==> src/rtl/sequence_stimulus_generator.sv <==
// -----------------------------------------------------------------------------
// sequence_stimulus_generator
//   Transmit side of the serial-w link feeding the run-of-identical-bits
//   detector. A burst latches a pattern word and shifts it out LSB-first, one
//   bit per Advance step. In parallel, a golden run tracker produces the z the
//   detector is expected to raise (ExpectZ), plus a per-burst hit count.
//
// Ports
//   Clock    in   rising-edge clock
//   Reset    in   synchronous, active-high reset (priority over everything)
//   Load     in   start a burst; only honoured in IDLE
//   Pattern  in   bits to send, bit 0 first
//   Length   in   number of bits to send (clamped to PAT_WIDTH, 0 = ignore)
//   Advance  in   step enable while shifting
//   w        out  serial bit; holds its last value between steps
//   w_valid  out  1-cycle pulse marking a newly emitted w
//   Busy     out  high while shifting and during the Done cycle
//   Done     out  1-cycle pulse the cycle after the last w_valid
//   ExpectZ  out  golden detector output for the current w
//   DetCount out  emitted bits with ExpectZ=1 in this burst
// -----------------------------------------------------------------------------
module sequence_stimulus_generator #(
   parameter int PAT_WIDTH = 16,
   parameter int RUN_LEN   = 4,
   localparam int LW = $clog2(PAT_WIDTH) + 1,
   localparam int CW = $clog2(PAT_WIDTH + 1)
) (
   input  logic                 Clock,
   input  logic                 Reset,
   input  logic                 Load,
   input  logic [PAT_WIDTH-1:0] Pattern,
   input  logic [LW-1:0]        Length,
   input  logic                 Advance,
   output logic                 w,
   output logic                 w_valid,
   output logic                 Busy,
   output logic                 Done,
   output logic                 ExpectZ,
   output logic [CW-1:0]        DetCount
);

   localparam int RW = $clog2(RUN_LEN + 1);

   typedef enum logic [1:0] {IDLE, SHIFT, DONE} state_t;

   state_t               state_q, state_d;
   logic [PAT_WIDTH-1:0] sreg_q, sreg_d;
   logic [LW-1:0]        rem_q, rem_d;
   logic [RW-1:0]        run_q, run_d;
   logic                 w_q, w_d;
   logic                 wv_q, wv_d;
   logic                 busy_q, busy_d;
   logic                 done_q, done_d;
   logic                 expz_q, expz_d;
   logic [CW-1:0]        cnt_q, cnt_d;

   always_comb begin
      state_d = state_q;
      sreg_d  = sreg_q;
      rem_d   = rem_q;
      run_d   = run_q;
      w_d     = w_q;
      wv_d    = 1'b0;
      done_d  = 1'b0;
      expz_d  = expz_q;
      cnt_d   = cnt_q;

      case (state_q)
         IDLE: begin
            if (Load && (Length != '0)) begin
               sreg_d  = Pattern;
               rem_d   = (Length > LW'(PAT_WIDTH)) ? LW'(PAT_WIDTH) : Length;
               run_d   = '0;  // run==0 marks "no bit emitted yet in this burst"
               expz_d  = 1'b0;
               cnt_d   = '0;
               state_d = SHIFT;
            end
         end
         SHIFT: begin
            if (rem_q == '0) begin
               // Last bit went out on the previous step; Done follows it.
               state_d = DONE;
               done_d  = 1'b1;
            end else if (Advance) begin
               w_d    = sreg_q[0];
               wv_d   = 1'b1;
               sreg_d = sreg_q >> 1;
               rem_d  = rem_q - 1'b1;
               if ((run_q == '0) || (sreg_q[0] != w_q))
                  run_d = RW'(1);
               else if (run_q >= RW'(RUN_LEN))
                  run_d = RW'(RUN_LEN);  // saturate so overlapping runs keep z high
               else
                  run_d = run_q + 1'b1;
               expz_d = (run_d == RW'(RUN_LEN));
               cnt_d  = cnt_q + CW'(expz_d);
            end
         end
         DONE: begin
            state_d = IDLE;
         end
         default: begin
            state_d = IDLE;
         end
      endcase

      busy_d = (state_d != IDLE);
   end

   always_ff @(posedge Clock) begin
      if (Reset) begin
         state_q <= IDLE;
         sreg_q  <= '0;
         rem_q   <= '0;
         run_q   <= '0;
         w_q     <= 1'b0;
         wv_q    <= 1'b0;
         busy_q  <= 1'b0;
         done_q  <= 1'b0;
         expz_q  <= 1'b0;
         cnt_q   <= '0;
      end else begin
         state_q <= state_d;
         sreg_q  <= sreg_d;
         rem_q   <= rem_d;
         run_q   <= run_d;
         w_q     <= w_d;
         wv_q    <= wv_d;
         busy_q  <= busy_d;
         done_q  <= done_d;
         expz_q  <= expz_d;
         cnt_q   <= cnt_d;
      end
   end

   assign w        = w_q;
   assign w_valid  = wv_q;
   assign Busy     = busy_q;
   assign Done     = done_q;
   assign ExpectZ  = expz_q;
   assign DetCount = cnt_q;

endmodule

==> config.mk <==
export PLATFORM = sky130hd
export DESIGN_NAME = sequence_stimulus_generator
export DESIGN_NICKNAME = d
export VERILOG_FILES = /design/src/rtl/sequence_stimulus_generator.sv
export SDC_FILE = /design/constraint.sdc
export NUM_CORES = 1
export LEC_CHECK = 0
export BUFFER_PORTS_ARGS = -buffer_cell sky130_fd_sc_hd__buf_2
export CORE_UTILIZATION = 45
export CTS_BUF_LIST = sky130_fd_sc_hd__clkbuf_8
export DETAILED_ROUTE_END_ITERATION = 8
export PLACE_DENSITY = 0.67
export SYNTH_ARGS = -nofsm -noshare
export SYNTH_HDL_FRONTEND = slang
export SYNTH_SLANG_ARGS = --single-unit
==> constraint.sdc <==
create_clock -name Clock -period 2.3 [get_ports Clock]
set_input_delay 0.46 -clock Clock [delete_from_list [all_inputs] [get_ports Clock]]
set_output_delay 0.46 -clock Clock [all_outputs]
set_load 0.1 [all_outputs]
[Word level (Yosys, flattened, before mapping)]
Cells that the tools add are included.
Storage, ports and cells
  bits in registers: 36
  input bits: 25
  output and inout port bits: 10
  word-level logic and storage cells: 66
Cells by class
  add/subtract/negate cells: 3
  magnitude comparators: 2
  eq/ne operators: 6
  muxes and demuxes: 31
  bitwise gates (word level): 2
  reduce and logical (&&, ||, !) cells: 12
Operators by type and width (count)
  2-to-1 mux 16 bit: 3
  2-to-1 mux 5 bit: 7
  case mux 16 bit (2 select lines): 1
  2-to-1 mux 3 bit: 8
  case mux 5 bit (2 select lines): 2
  != test 2 bit, second input constant: 3
  case mux 3 bit (2 select lines): 1
  adder 5 x 1 -> 5 bit: 1
  greater-than comparator 5 bit, second input constant: 1
  zero test 5 bit: 1
  2-to-1 mux 1 bit: 5
  nonzero test 5 bit: 1
  subtractor 5 x 1 -> 5 bit, second input constant: 1
  2-to-1 mux 2 bit: 2
  case mux 2 bit (2 select lines): 1
  AND reduction 4 bit: 1
  nonzero test 2 bit: 2
  adder 3 x 1 -> 3 bit, second input constant: 1
  == test 3 bit, second input constant: 1
  greater-or-equal comparator 3 bit, second input constant: 1
  zero test 3 bit: 1
  AND reduction 3 bit: 1
  OR reduction 3 bit: 1
  == test 2 x 1 -> 1 bit, second input constant: 1
  7 further kinds: 8

[Depth between registers and ports, before layout]
  word-level depth: 11
  mapped depth: 9

[Worst setup path after synthesis]
No wires, ideal clock.
  path type: register to register
  start: register w_q, in the netlist w
  end: register cnt_q[4], in the netlist DetCount[4]
  library setup time: 91 ps
  arrival: 2278 ps
  data required time: 2209 ps
  slack: -69 ps
  stages on the path, launching flop included: 7
  path buffers: 0
  period minus slack after synthesis: 2369 ps
  cells stage by stage: dfxtp_1 xor2_1 a211oi_1 ha_1 ha_1 a41oi_1 a311oi_1
Between the ends
  longest elaborated chain between the ends: 11
Ends and longest elaborated chain
  from (decl): RTL line 50  | logic w_q, w_d;
  from (signal assigned): RTL line 127  | w_q <= w_d;
  != test 1 bit: RTL line 89  | if ((run_q == '0) || (sreg_q[0] != w_q))
  logical OR 1 bit: RTL line 89
  2-to-1 mux 3 bit: RTL line 89
  2-to-1 mux 3 bit: RTL line 84  | end else if (Advance) begin
  2-to-1 mux 3 bit: RTL line 80  | if (rem_q == '0) begin
  2-to-1 mux 3 bit: RTL line 68  | case (state_q)
  == test 3 bit: RTL line 95  | expz_d = (run_d == RW'(RUN_LEN));
  adder 5 x 1 -> 5 bit: RTL line 96  | cnt_d = cnt_q + CW'(expz_d);
  2-to-1 mux 5 bit: RTL line 84
  2-to-1 mux 5 bit: RTL line 80
  case mux 5 bit (2 select lines): RTL line 68
  to (signal assigned): RTL line 132  | cnt_q <= cnt_d;
  to (decl): RTL line 55  | logic [CW-1:0] cnt_q, cnt_d;
Every way passes these cells. The select of a mux whose other input is x is not followed.
A chain may end at the register's enable or synchronous reset.

[Worst setup path after layout]
  start: register run_q[0]
  end: register cnt_q[4], in the netlist DetCount[4]
Between the ends
  longest elaborated chain between the ends: 11
  elaborated cells between the ends (all ways): 14
  classes of those cells: add/sub: 2; order compare: 1; eq/ne: 1; mux: 8; reduce/logical: 2
Ends and longest elaborated chain
  from (decl): RTL line 49  | logic [RW-1:0] run_q, run_d;
  from (signal assigned): RTL line 126  | run_q <= run_d;
  adder 3 x 1 -> 3 bit, or another cell as far along: RTL line 94  | run_d = run_q + 1'b1;
  2-to-1 mux 3 bit or logical OR 1 bit (tied branches): RTL line 91, 89
  2-to-1 mux 3 bit (*): RTL line 89
  2-to-1 mux 3 bit (*): RTL line 84
  2-to-1 mux 3 bit (*): RTL line 80
  2-to-1 mux 3 bit (*): RTL line 68
  == test 3 bit (*): RTL line 95
  adder 5 x 1 -> 5 bit (*): RTL line 96
  2-to-1 mux 5 bit (*): RTL line 84
  2-to-1 mux 5 bit (*): RTL line 80
  case mux 5 bit (2 select lines) (*): RTL line 68
Every way passes the cells marked *; elsewhere a longest branch is shown, timed or not. The select of a mux whose other input is x is not followed.

==> flow_metrics.py <==
metrics = {
    "run_status": {
        "status": "complete, no violations",
    },
    "place": {
        "dp_slack_ps": 82.20,
        "dp_cells": 290,
        "hpwlAfterDp_um": 2803,
        "port_buffers": 34,
        "routabilityCongestion": 0.7992,
    },
    "min_path": {
        "hold_class": "input port to register",
        "worstHoldPathCells": 3,
    },
    "critical_path": {
        "crit_buf_inv": 1,
        "cp_common_cell": "ha_1",
        "cp.arrival_ps": 2350,
        "cp_top_family": "adder cells",
        "cpPeakStageDelay_ps": 380,
        "cp_cell_sequence": "inv_1 > ha_1 > nand3b_1 > a211oi_2 > ha_1 > ha_2 > a41oi_1 > a311oi_1",
        "rr_worst_depth": 8,
        "required_ps": 2500,
        "crit_path_end_kind": "register",
        "cp-start-kind": "register",
        "critical_path_class": "register to register",
        "cp.depth": 8,
        "cpMaxStageDelayCell": "dfxtp_1",
        "crit_fanout": 4,
    },
    "timing": {
        "finClkSkew_ps": 5.022,
        "fmax_ghz": 0.4660,
        "hold_viol": 0,
        "period_needed_ps": 2146,
        "finalCritPeriodShare": 0.9330,
        "setup_viol_count_final": 0,
        "layout_setup_ws_ps": 154.1,
        "rsz0062_at_grt": "no",
        "worst_slew_margin_rel": 0.6329,
        "finalMaxSlewViolations": 0,
        "fin_tns_setup_ps": 0,
        "worst_pin_slew_ps": 550.7,
        "hold-worst-slack_ps": 437.4,
    },
    "finish": {
        "nNetsFinal": 280,
        "drive_gt1_frac": 0.2280,
        "antenna_cells": 0,
        "finalNonFillerCells": 298,
        "area_growth_pct": 17.16,
    },
    "routing": {
        "vias_per_cell": 5.849,
        "route.detailed.drc": 0,
        "wl_per_cell_um": 14.32,
        "ant_nets": 0,
        "drtIter0Drc": 132,
        "num_vias": 1743,
        "routed_wl_um": 4266,
        "dr.pass1.iters": 4,
    },
    "power": {
        "power.total_mw": 1.652,
        "p_per_area_mw_per_mm2": 786.0,
        "seqPwrFrac": 0.440,
        "p_int_mw": 1.151,
        "leakage_nw": 0.8594,
        "vdd_ir_drop_max_uv": 396.3,
        "power.switching_mw": 0.5014,
        "clkPwrFrac": 0.321,
        "swShare": 0.3035,
        "power_frac_comb": 0.239,
    },
    "yosys": {
        "synth_top_area_cell": "dfxtp_1",
        "yosysUniqueCellTypes": 36,
        "synth.avg_cell_area_um2": 8.230,
        "syn_area_mm2": 0.001794,
        "synth_area_leaders": "dfxtp_1, nand2_1, a311oi_1",
        "ys.warnings.count": 0,
        "synth_top_area_frac": 0.4017,
        "synth.net_count": 249,
        "ys_seq_elements": 36,
        "ys_seq_area_frac": 0.4017,
        "synthCells": 218,
    },
    "grt": {
        "antenna_found_initial": 0,
        "grt-ovfl-total": 0,
        "grt_max_degree": 30,
        "grt_first_pass_wirelength_um": 7120,
        "grtUsageTotal": 0.2170,
        "grt_pass1_vias": 1512,
    },
    "clocking": {
        "htreeDepth": 2,
        "cts_max_path_buffers": 2,
        "cts.sink_count": 36,
        "root_buffer": "clkbuf_8",
        "clock_latency_ps": 290,
        "cts_tree": "yes",
        "clkTransAtPathRegs_ps": 70,
        "cts_inserted_buffers": 5,
    },
    "floorplanning": {
        "core_area_mm2": 0.003744,
        "start_util": 0.4793,
        "die_w_um": 65.15,
        "ios": 35,
        "dieArea_mm2": 0.004244,
        "die_h_um": 65.15,
        "rows": 22,
    },
    "job": {
        "drv_cap": 0,
    },
}
## cells by family (layout without fill, tap and decap cells)
| kind of cell | after synthesis | after routing | share of synthesized area |
|---|---|---|---|
| flip-flops | 36 | 36 | 0.4017 |
| AND/OR/NAND/NOR | 92 | 92 | 0.2343 |
| XOR/XNOR | 1 | 1 | 0.004882 |
| adder cells (fa/ha/maj) | 6 | 6 | 0.04184 |
| AO/OA/AOI/OAI | 56 | 56 | 0.2413 |
| buffers and inverters | 27 | 59 | 0.07601 |
## flip-flops by register name (all words and copies together) (netlist names)
| name | cells |
|---|---|
| ExpectZ | 1 |
| DetCount | 5 |
| state_q | 2 |
| sreg_q | 16 |
| rem_q | 5 |
| Busy | 1 |
| Done | 1 |
| w | 1 |
| run_q | 3 |
| w_valid | 1 |
## final cells by class
cell class,count,area (µm²)
fill,367,1642
inverter,8,30.03
timing repair buffer,43,237.7
multi-input combinational,155,944.7
tap,48,60.06
clock inverter,3,38.79
sequential,36,721.9
clock buffer,5,68.82
## cells in the final DEF, fill, tap and decap left out, types with 5 or more instances in the layout
cell / instances
nand2_1: 41
dfxtp_1: 35
buf_2: 34
a311oi_1: 17
nor3_1: 17
a21oi_1: 14
nor2_1: 13
nand3_1: 11
inv_1: 9
buf_4: 9
ha_1: 5
clkbuf_8: 5
## what timing repair did
| action | 4_1_cts | 5_1_grt |
|---|---|---|
| buffers inserted | 0 | 0 |
| hold buffers | 0 | 0 |
| gates resized for setup | 0 | 2 |
| setup endpoints to repair | 0 | 2 |
## metrics by stage
step           instance area [µm²]    util
2_1_floorplan                 1795       -
3_3_place_gp                  1987  0.5307
3_5_place_dp                  1987  0.5307
4_1_cts                       2095  0.5595
5_1_grt                       2102  0.5615
6_report                      2102  0.5615
## worst reg2reg max path: cells and delay by family, from the launching register on
family,cells,cell delay [ps]
flip-flops,1,380
AO/OA/AOI/OAI,3,640
adder cells (fa/ha/maj),3,800
buffers and inverters,1,70
AND/OR/NAND/NOR,1,170
## power by group through the flow
stage / clock network (mW) / registers (mW) / logic [mW]
final: 0.531 / 0.726 / 0.395
after global routing: 0.580 / 0.733 / 0.439
after CTS: 0.547 / 0.726 / 0.393
after detailed placement: 0 / 0.739 / 0.390
after global placement: 0 / 0.739 / 0.391
after floorplan: 0 / 0.763 / 0.273
## worst paths after layout
check / start / end / slack (ps)
max: run_q[0]$_SDFFE_PP0P_ / DetCount[4]$_SDFFE_PP0P_ / 150
min: Pattern[4] / sreg_q[4]$_SDFFE_PP0P_ / 440
max reg2reg: run_q[0]$_SDFFE_PP0P_ / DetCount[4]$_SDFFE_PP0P_ / 150
min reg2reg: sreg_q[15]$_SDFFE_PP0P_ / sreg_q[15]$_SDFFE_PP0P_ / 480
## synth_stat cells, drive strengths merged
cell type,number
a221o,1
o211a,1
a22oi,1
o31a,1
nor2,13
nor3,17
a211oi,4
a41oi,2
o211ai,4
nor2b,3
and3,2
or4,1
nand3b,1
nand2b,1
o21a,1
a221oi,2
o22ai,1
or4b,1
nor3b,1
o2111ai,1
ha,6
a21oi,14
dfxtp,36
a311oi,17
xor2,1
nand2,41
o32ai,3
o21ai,1
clkbuf,9
nand3,11
inv,8
buf,10
a32oi,2
## layer usage
metal | GRT usage | share of wire | up-vias
li1 | - | - | 861
met1 | 0.3172 | 0.48 | 809
met2 | 0.3047 | 0.43 | 67
met3 | 0.04861 | 0.069 | 6
met4 | 0.08696 | 0.014 | 0
met5 | 0 | 0 | -
Note: power is estimated with default switching activity, not from simulation.
